<file path="src/rtl/archer_shot_ctl.sv">
// Archer attack sequencer (IDLE -> DRAW -> FIRE -> COOLDOWN) and arrow projectile pool.
// Spawns arrows on FIRE and moves every live arrow once per frame tick.
module archer_shot_ctl #(
    parameter int unsigned NUM_ARROWS      = 4,
    parameter int unsigned DRAW_FRAMES     = 8,
    parameter int unsigned COOLDOWN_FRAMES = 20,
    parameter int unsigned ARROW_SPEED     = 8,
    parameter int unsigned SPAWN_DX        = 20,
    parameter int unsigned SPAWN_DY        = 15,
    parameter int unsigned SCREEN_W        = 1024
) (
    input  logic                     clk,
    input  logic                     rst,
    input  logic                     frame_tick,
    input  logic                     mouse_clicked,
    input  logic [11:0]              pos_x,
    input  logic [11:0]              pos_y,
    input  logic [11:0]              xpos_MouseCtl,
    input  logic [NUM_ARROWS-1:0]    arrow_hit,
    output logic                     draw_weapon,
    output logic                     flip_hor_archer,
    output logic                     fire_pulse,
    output logic                     fire_dropped,
    output logic [NUM_ARROWS-1:0]    arrow_active,
    output logic [NUM_ARROWS-1:0]    arrow_dir,
    output logic [12*NUM_ARROWS-1:0] arrow_x,
    output logic [12*NUM_ARROWS-1:0] arrow_y
);

    localparam int unsigned CNT_MAX = (DRAW_FRAMES > COOLDOWN_FRAMES) ? DRAW_FRAMES : COOLDOWN_FRAMES;
    localparam int unsigned CNT_W   = $clog2(CNT_MAX + 1);
    localparam int unsigned POS_W   = 12;

    typedef enum logic [1:0] {IDLE, DRAW, FIRE, COOLDOWN} state_t;

    state_t             state_q, state_d;
    logic [CNT_W-1:0]   cnt_q, cnt_d;
    logic               flip_d;
    logic               click_prev;
    logic               click_edge_c;
    logic               fire_c;
    logic [NUM_ARROWS-1:0] spawn_oh_c;
    logic [POS_W-1:0]   spawn_x_c;
    logic [POS_W-1:0]   spawn_y_c;

    logic [POS_W-1:0]   ax_q [NUM_ARROWS];
    logic [POS_W-1:0]   ay_q [NUM_ARROWS];
    logic [POS_W-1:0]   ax_d [NUM_ARROWS];
    logic [POS_W-1:0]   ay_d [NUM_ARROWS];
    logic [NUM_ARROWS-1:0] act_d;
    logic [NUM_ARROWS-1:0] dir_d;

    assign click_edge_c = mouse_clicked & ~click_prev;
    assign fire_c       = (state_q == FIRE);
    // Lowest clear bit of the registered active mask; zero when the pool is full.
    assign spawn_oh_c   = ~arrow_active & (arrow_active + NUM_ARROWS'(1));
    assign spawn_x_c    = flip_hor_archer ? (pos_x - POS_W'(SPAWN_DX)) : (pos_x + POS_W'(SPAWN_DX));
    assign spawn_y_c    = pos_y + POS_W'(SPAWN_DY);

    // Attack FSM next-state logic.
    always_comb begin
        state_d = state_q;
        cnt_d   = cnt_q;
        flip_d  = flip_hor_archer;
        unique case (state_q)
            IDLE: begin
                if (click_edge_c) begin
                    state_d = DRAW;
                    cnt_d   = '0;
                    flip_d  = (xpos_MouseCtl <= pos_x);
                end
            end
            DRAW: begin
                if (frame_tick) begin
                    if (cnt_q == CNT_W'(DRAW_FRAMES - 1)) begin
                        state_d = FIRE;
                        cnt_d   = '0;
                    end else begin
                        cnt_d = cnt_q + CNT_W'(1);
                    end
                end
            end
            FIRE: begin
                state_d = COOLDOWN;
                cnt_d   = '0;
            end
            COOLDOWN: begin
                if (frame_tick) begin
                    if (cnt_q == CNT_W'(COOLDOWN_FRAMES - 1)) begin
                        state_d = IDLE;
                        cnt_d   = '0;
                    end else begin
                        cnt_d = cnt_q + CNT_W'(1);
                    end
                end
            end
            default: state_d = IDLE;
        endcase
    end

    always_ff @(posedge clk) begin
        if (rst) begin
            state_q         <= IDLE;
            cnt_q           <= '0;
            click_prev      <= 1'b0;
            flip_hor_archer <= 1'b0;
            draw_weapon     <= 1'b0;
            fire_pulse      <= 1'b0;
            fire_dropped    <= 1'b0;
        end else begin
            state_q         <= state_d;
            cnt_q           <= cnt_d;
            click_prev      <= mouse_clicked;
            flip_hor_archer <= flip_d;
            draw_weapon     <= (state_d == DRAW) || (state_d == FIRE);
            fire_pulse      <= fire_c & (|spawn_oh_c);
            fire_dropped    <= fire_c & ~(|spawn_oh_c);
        end
    end

    // Per-slot update: spawn, then hit, then motion (13-bit bounds, no wrap).
    always_comb begin
        for (int i = 0; i < NUM_ARROWS; i++) begin
            act_d[i] = arrow_active[i];
            dir_d[i] = arrow_dir[i];
            ax_d[i]  = ax_q[i];
            ay_d[i]  = ay_q[i];
            if (fire_c && spawn_oh_c[i]) begin
                act_d[i] = 1'b1;
                dir_d[i] = flip_hor_archer;
                ax_d[i]  = spawn_x_c;
                ay_d[i]  = spawn_y_c;
            end else if (arrow_active[i] && arrow_hit[i]) begin
                act_d[i] = 1'b0;
            end else if (arrow_active[i] && frame_tick) begin
                if (arrow_dir[i]) begin
                    if (ax_q[i] < POS_W'(ARROW_SPEED)) begin
                        act_d[i] = 1'b0;
                    end else begin
                        ax_d[i] = ax_q[i] - POS_W'(ARROW_SPEED);
                    end
                end else begin
                    if (({1'b0, ax_q[i]} + 13'(ARROW_SPEED)) > 13'(SCREEN_W - 1)) begin
                        act_d[i] = 1'b0;
                    end else begin
                        ax_d[i] = ax_q[i] + POS_W'(ARROW_SPEED);
                    end
                end
            end
        end
    end

    always_ff @(posedge clk) begin
        if (rst) begin
            arrow_active <= '0;
            arrow_dir    <= '0;
            for (int i = 0; i < NUM_ARROWS; i++) begin
                ax_q[i] <= '0;
                ay_q[i] <= '0;
            end
        end else begin
            arrow_active <= act_d;
            arrow_dir    <= dir_d;
            for (int i = 0; i < NUM_ARROWS; i++) begin
                ax_q[i] <= ax_d[i];
                ay_q[i] <= ay_d[i];
            end
        end
    end

    for (genvar g = 0; g < NUM_ARROWS; g++) begin : g_pack
        assign arrow_x[12*g +: 12] = ax_q[g];
        assign arrow_y[12*g +: 12] = ay_q[g];
    end

endmodule

</file>
<file path="config.mk">
export PLATFORM = sky130hd
export DESIGN_NAME = archer_shot_ctl
export DESIGN_NICKNAME = d
export VERILOG_FILES = /design/src/rtl/archer_shot_ctl.sv
export SDC_FILE = /design/constraint.sdc
export NUM_CORES = 1
export LEC_CHECK = 0
export ABC_AREA = 1
export CORE_MARGIN = 1
export CORE_UTILIZATION = 34
export CTS_BUF_LIST = sky130_fd_sc_hd__clkbuf_8
export DETAILED_ROUTE_END_ITERATION = 16
export HOLD_SLACK_MARGIN = 0.12
export PLACE_DENSITY = 0.68
export SETUP_SLACK_MARGIN = 0.1
export SLEW_MARGIN = 5
export SYNTH_ARGS = -nofsm -noshare
export SYNTH_HDL_FRONTEND = slang
export SYNTH_SLANG_ARGS = --single-unit
</file>
<file path="constraint.sdc">
create_clock -name clk -period 4.15 [get_ports clk]
set_clock_uncertainty 0.1 [all_clocks]
set_input_delay 0.415 -clock clk [delete_from_list [all_inputs] [get_ports clk]]
set_output_delay 0.415 -clock clk [all_outputs]
set_load 0.005 [all_outputs]
</file>
==> results of run 1 <==
==> worst paths after layout <==
path | startpoint | to | slack, ps | cells after the start
setup / recovery | flip_hor_archer | ax_q[0][9] | 1400 | 10
hold / removal | cnt_q[2] | cnt_q[2] | 400 | 2
setup reg to reg | flip_hor_archer | ax_q[0][9] | 1400 | 10
hold reg to reg | cnt_q[2] | cnt_q[2] | 400 | 2
==> flip-flops by register name (all words and copies together), names as in the netlist <==
name	count
ax_q	48
ay_q	48
cnt_q	5
arrow_active	4
arrow_dir	4
state_q	2
click_prev	1
draw_weapon	1
fire_dropped	1
fire_pulse	1
flip_hor_archer	1
==> cells in the final DEF, fill, tap and decap left out, types with 18 or more instances in the layout <==
master and n:
a21oi_1 81, clkbuf_8 18, clkdlybuf4s50_1 150, dfxtp_1 116
ha_1 34, inv_1 140, nand2_1 292, nand3_1 88
nand4_1 26, nor2_1 174, o21ai_0 108
==> tightest hold or removal path, cell delays in order, from the launching register on <==
cell and delay, ps:
dfxtp_1 340, inv_1 60, a211oi_1 50
==> power breakdown <==
group,leakage [nW],internal (mW),switching [mW],total [mW]
Sequential,0.935,1.12,0.00542,1.12
Clock,0.231,0.739,0.532,1.27
Combinational,3.30,0.0988,0.171,0.270
Total,4.46,1.95,0.709,2.66
==> cell families after synthesis <==
group / count (synthesis) / synth area share [%]
compound gates: 228 / 16.3
xor+xnor: 27 / 3.11
fa+ha+maj: 35 / 5.86
buf+inv: 192 / 9.73
flops: 116 / 30.6
simple gates: 615 / 34.5
==> metal layers <==
metal	track usage (%)	part of all wire [%]	routed length, um
met4	8.96	3.0	752
met1	27.4	43	10800
met3	6.92	8.5	2150
met5	0	0	0
met2	37.1	46	11700
==> per-stage QoR <==
stage               setup slack, ps  cell area, um^2  power (mW)  std cells
CTS                            1470             9800        2.68       1639
global route                   1200             9800        2.76       1639
detailed placement             1280             9330        1.41       1607
finish                         1400             9800        2.66       1639
global placement               1340             9330        1.41       1607
floorplan                      2000             7600        1.30       1213
==> cell type report <==
cell class	instances	area share, %
Clock buffer	18	2.53
Clock inverter	14	2.27
Inverter	149	5.71
Multi-Input combinational cell	905	46.4
Timing Repair Buffer	157	15.8
Tap cell	280	3.58
Sequential cell	116	23.7
==> results.toml, run 1 <==
[worst_setup_path]
critPathKind = "flip-flop to flip-flop"
worst-path-max-fanout = 10
worst_ep_required_time_ps = 4370
cpMostUsedCell = "nand2_1"
critical_path.startpoint_type = "flip-flop"
worstPathCellList = "inv_1 > ha_1 > nand3_1 > nand3_1 > nand2_1 > nand2_1 > xnor2_1 > o21ai_0 > nand2_1 > a21oi_1"
critical_path.slowest_cell = "xnor2_1"
worst_path_dominant_cell_family = "XOR/XNOR gates"
slowest_delay_ps = 610
end_kind = "flip-flop"
worst-endpoint-arrival_ps = 2960
combined_buffer_and_inverter_count_along_the_critical_path = 1

[logic_synthesis]
synth_cells = 1213
postSynthNetCount = 1292
synth_async_sr_flop_share_pct = 0
synth.distinct_cells = 42
yosys.cell_count.top_type = "nand2_1"
synth-edff-count = 0
share_of_the_yosys_chip_area_belonging_to_registers_pct = 30.6
synth_top_cell_area_share_pct = 30.6
yosysTopAreaCell = "dfxtp_1"
yosysWarningCount = 0
ys_seq_elements = 116
ys_dominant_reg_cell = "dfxtp_1"
synth_top_cells_by_count = "nand2_1, nor2_1, inv_1"
post_synth_main_area_contributors = "dfxtp_1, nand2_1, nor2_1"
synth.cell_area_um2 = 7600
synthesis.area_per_instance_um2 = 6.26

[floorplanning]
ios = 152
initial_core_util_pct = 34.7
std_cell_rows = 54
design.die.area_um2 = 23000
die_height_um = 151
floorplan.die.width_um = 151
area_of_the_core_um2 = 21900

[sta]
worst_pin_slew_ps = 849
final.min_clock_period_ps = 2750
grt_setup_unrepaired = "no"
post-route-period-util_pct = 66.2
timing.slew.headroom_pct = 43.1
hold_viol = 0
max_freq_mhz = 364
slew_violations = 0
setup_viol = 0
setup-tns-final_ps = 0
fin_hold_ws_ps = 402

[finish]
drive_gt1_share_pct = 4.78
multiInputGateArea_um2 = 4540
final_nets = 1425
filler_cell_count = 2292
post_layout_util_pct = 44.8
sequential_cell_area_um2 = 2320
diodes = 0
layout-area-overhead-vs-synth_pct = 28.9

[routing]
drc_viols = 0
via_count = 8342
drt-wirelength-per-cell_um = 15.5
finalWirelength_mm = 25.4
drtPass1Iterations = 6
drtIter0Drc = 554
antenna_violating_nets_post_route = 0
post_detailed_route_via_to_cell_ratio = 5.09

[cts]
cts_tree = "yes"
total_clock_sinks = 116
hold_buffers = 0
postCtsResizedCells = 0
cts_buffers = 17
ctsRootBufferMaster = "clkbuf_8"
path_clk_slew_ps = 80
max-clock-path-buffers = 2
clock_tree.htree_level_count = 4
post_cts.repair.setup_buffers = 0
clk-insertion-delay-late_ps = 450

[place]
dp.final_hpwl_mm = 18.9
gp_congestion = 0.955
portBuffers = 151

[grt]
grt_use_total_pct = 22.6
via_count_of_the_first_global_routing_pass = 7732
grt_overflow_total = 0
grt_pass1_wl_mm = 40.1
grt_max_degree = 48
grt_antenna_before_repair = 0

[power]
powerDensity_nw_per_um2 = 272
peakVddDrop_mv = 0.220
static-leakage-power_nw = 4.46

[outcome]
run_status = "completed"

[min_path]
hold_class = "flip-flop to flip-flop"

[run]
max_cap_violations = 0
Note: power is estimated with default switching activity, not from simulation.
==> run 2, diff against run 1 <==
==> constraint.sdc (replaced) <==
create_clock -name clk -period 2.6 [get_ports clk]
set_clock_uncertainty 0.1 [all_clocks]
set_input_delay 0.26 -clock clk [delete_from_list [all_inputs] [get_ports clk]]
set_output_delay 0.26 -clock clk [all_outputs]
set_load 0.005 [all_outputs]
==> run 2 against run 1 <==
  * Maximum frequency up 15%
  * Combinational power up 72%
  * Via count up 2.0%
  * Critical path depth unchanged
  * Clock power up 67%
  * Total power up 64%
  * Routed wire length down 0.39%
  * Clock-buffer cell count unchanged
  * Largest cell class unchanged
==> results.toml, run 2 (synthesis gave the netlist of run 1 again) <==
[sta]
setup_viol = 0
worst_pin_slew_ps = 522
setup-tns-final_ps = 0
slew_violations = 0
hold_viol = 0
grt_setup_unrepaired = "no"
timing.slew.headroom_pct = 65.2
setup_slack_ps = 216
final.min_clock_period_ps = 2380
fin_hold_ws_ps = 262
max_freq_mhz = 420
post-route-period-util_pct = 91.7

[cts]
clock_tree.htree_level_count = 4
cts_buffers = 17
max-clock-path-buffers = 2
clk-insertion-delay-late_ps = 460
ctsRootBufferMaster = "clkbuf_8"
cts_tree = "yes"
path_clk_slew_ps = 70
total_clock_sinks = 116

[routing]
drtPass1Iterations = 5
drtIter0Drc = 436
drt-wirelength-per-cell_um = 15.2
drc_viols = 0
antenna_violating_nets_post_route = 0
via_count = 8509
post_detailed_route_via_to_cell_ratio = 5.12
finalWirelength_mm = 25.3

[finish]
sequential_cell_area_um2 = 2320
diodes = 0
drive_gt1_share_pct = 6.44
post_layout_util_pct = 45.8
multiInputGateArea_um2 = 4550
biggest_registers_after_layout = "ax_q: 48 flops, ay_q: 48 flops, cnt_q: 5 flops"
most-common-layout-cells = "nand2_1, nor2_1, clkdlybuf4s50_1"
filler_cell_count = 2274
layout.cell_area.non_filler_um2 = 10000
final_common_cell = "nand2_1"
layout-area-overhead-vs-synth_pct = 32.0
final_nets = 1449

[power]
powerDensity_nw_per_um2 = 436
static-leakage-power_nw = 4.60
peakVddDrop_mv = 0.327

[worst_setup_path]
critPathKind = "flip-flop to flip-flop"
end_kind = "flip-flop"
critical_path.slowest_cell = "dfxtp_1"
slowest_delay_ps = 560
setup.worst_path.start = "flip_hor_archer"
worstPathCellList = "inv_1 > ha_1 > nand3_1 > nand3_1 > or2_2 > nand2_1 > o21ai_0 > nand3b_1 > nand2_1 > nor2_1"
worst-endpoint-arrival_ps = 2630
worst-path-max-fanout = 10
critical_path.startpoint_type = "flip-flop"
worst_ep_required_time_ps = 2850
reg_to_reg_startpoint = "flip_hor_archer"

[min_path]
hold_class = "primary input to flip-flop"
timing.hold.worst.start = "mouse_clicked"

[floorplanning]
initial_core_util_pct = 34.7
die_height_um = 151
area_of_the_core_um2 = 21900
floorplan.die.width_um = 151
std_cell_rows = 54
ios = 152
design.die.area_um2 = 23000

[grt]
grt_use_total_pct = 22.7
grt_overflow_total = 0
grt_max_degree = 42
grt_antenna_before_repair = 0
grt_pass1_wl_mm = 40.2
via_count_of_the_first_global_routing_pass = 7915

[place]
portBuffers = 151
preCtsSetupSlack_ps = 101
post_detailed_placement_cell_area_um2 = 9510
gp_congestion = 0.929
dp.final_hpwl_mm = 18.6

[outcome]
run_status = "completed"

[run]
max_cap_violations = 0
==> run 2: final timing paths <==
kind | endpoint | slack [ps] | depth (start not counted)
setup / recovery | ax_q[1][6] | 220 | 10
hold / removal | click_prev | 260 | 3
setup reg to reg | ax_q[1][6] | 220 | 10
hold reg to reg | cnt_q[2] | 400 | 2
==> run 2: layer usage <==
| metal | track usage (%) | vias to the layer above | routed length, um |
|---|---|---|---|
| li1 | - | 4263 | - |
| met4 | 10.2 | 0 | 755 |
| met2 | 37.8 | 344 | 11600 |
| met1 | 26.8 | 3859 | 10600 |
| met3 | 6.65 | 43 | 2300 |
| met5 | 0 | - | 0 |
==> run 2: stage by stage <==
step	power, mW	instances
after floorplan	2.07	1213
after global placement	2.29	1630
after detailed placement	2.29	1630
after CTS	4.39	1663
after global routing	4.52	1663
final	4.37	1663
==> run 2: final cells by class <==
| type | count | share of cell area, % |
|---|---|---|
| multi-input combinational | 905 | 45.4 |
| sequential | 116 | 23.2 |
| timing repair buffer | 181 | 17.4 |
| inverter | 149 | 5.58 |
| tap | 280 | 3.49 |
| clock buffer | 18 | 2.47 |
| clock inverter | 14 | 2.47 |
==> run 2: timing repair <==
| item | in CTS | in global routing |
|---|---|---|
| hold buffers | 1 | 0 |
| gates resized for setup | 0 | 2 |
| buffers inserted | 0 | 0 |
| endpoints found under the setup margin | 0 | 7 |
| hold endpoints to repair | 6 | 0 |
==> run 2: worst max-delay path, delay by kind of cell, from the launching register on <==
| kind | cells | cell delay (ps) |
|---|---|---|
| simple gates | 7 | 990 |
| flops | 1 | 560 |
| fa+ha+maj | 1 | 380 |
| buf+inv | 1 | 170 |
| compound gates | 1 | 90 |
==> run 2: power breakdown <==
part	internal, mW	switching, mW
clock network	1.28	0.840
registers	1.78	0.00943
logic	0.181	0.283
==> run 3, diff against run 2 <==
--- a/config.mk
+++ b/config.mk
@@ -6,7 +6,6 @@
 export NUM_CORES = 1
 export LEC_CHECK = 0
 export ABC_AREA = 1
-export CORE_MARGIN = 1
 export CORE_UTILIZATION = 34
 export CTS_BUF_LIST = sky130_fd_sc_hd__clkbuf_8
 export DETAILED_ROUTE_END_ITERATION = 16
==> results of run 3 <==
Final layout, timing and power as in run 2 (identical DEF).
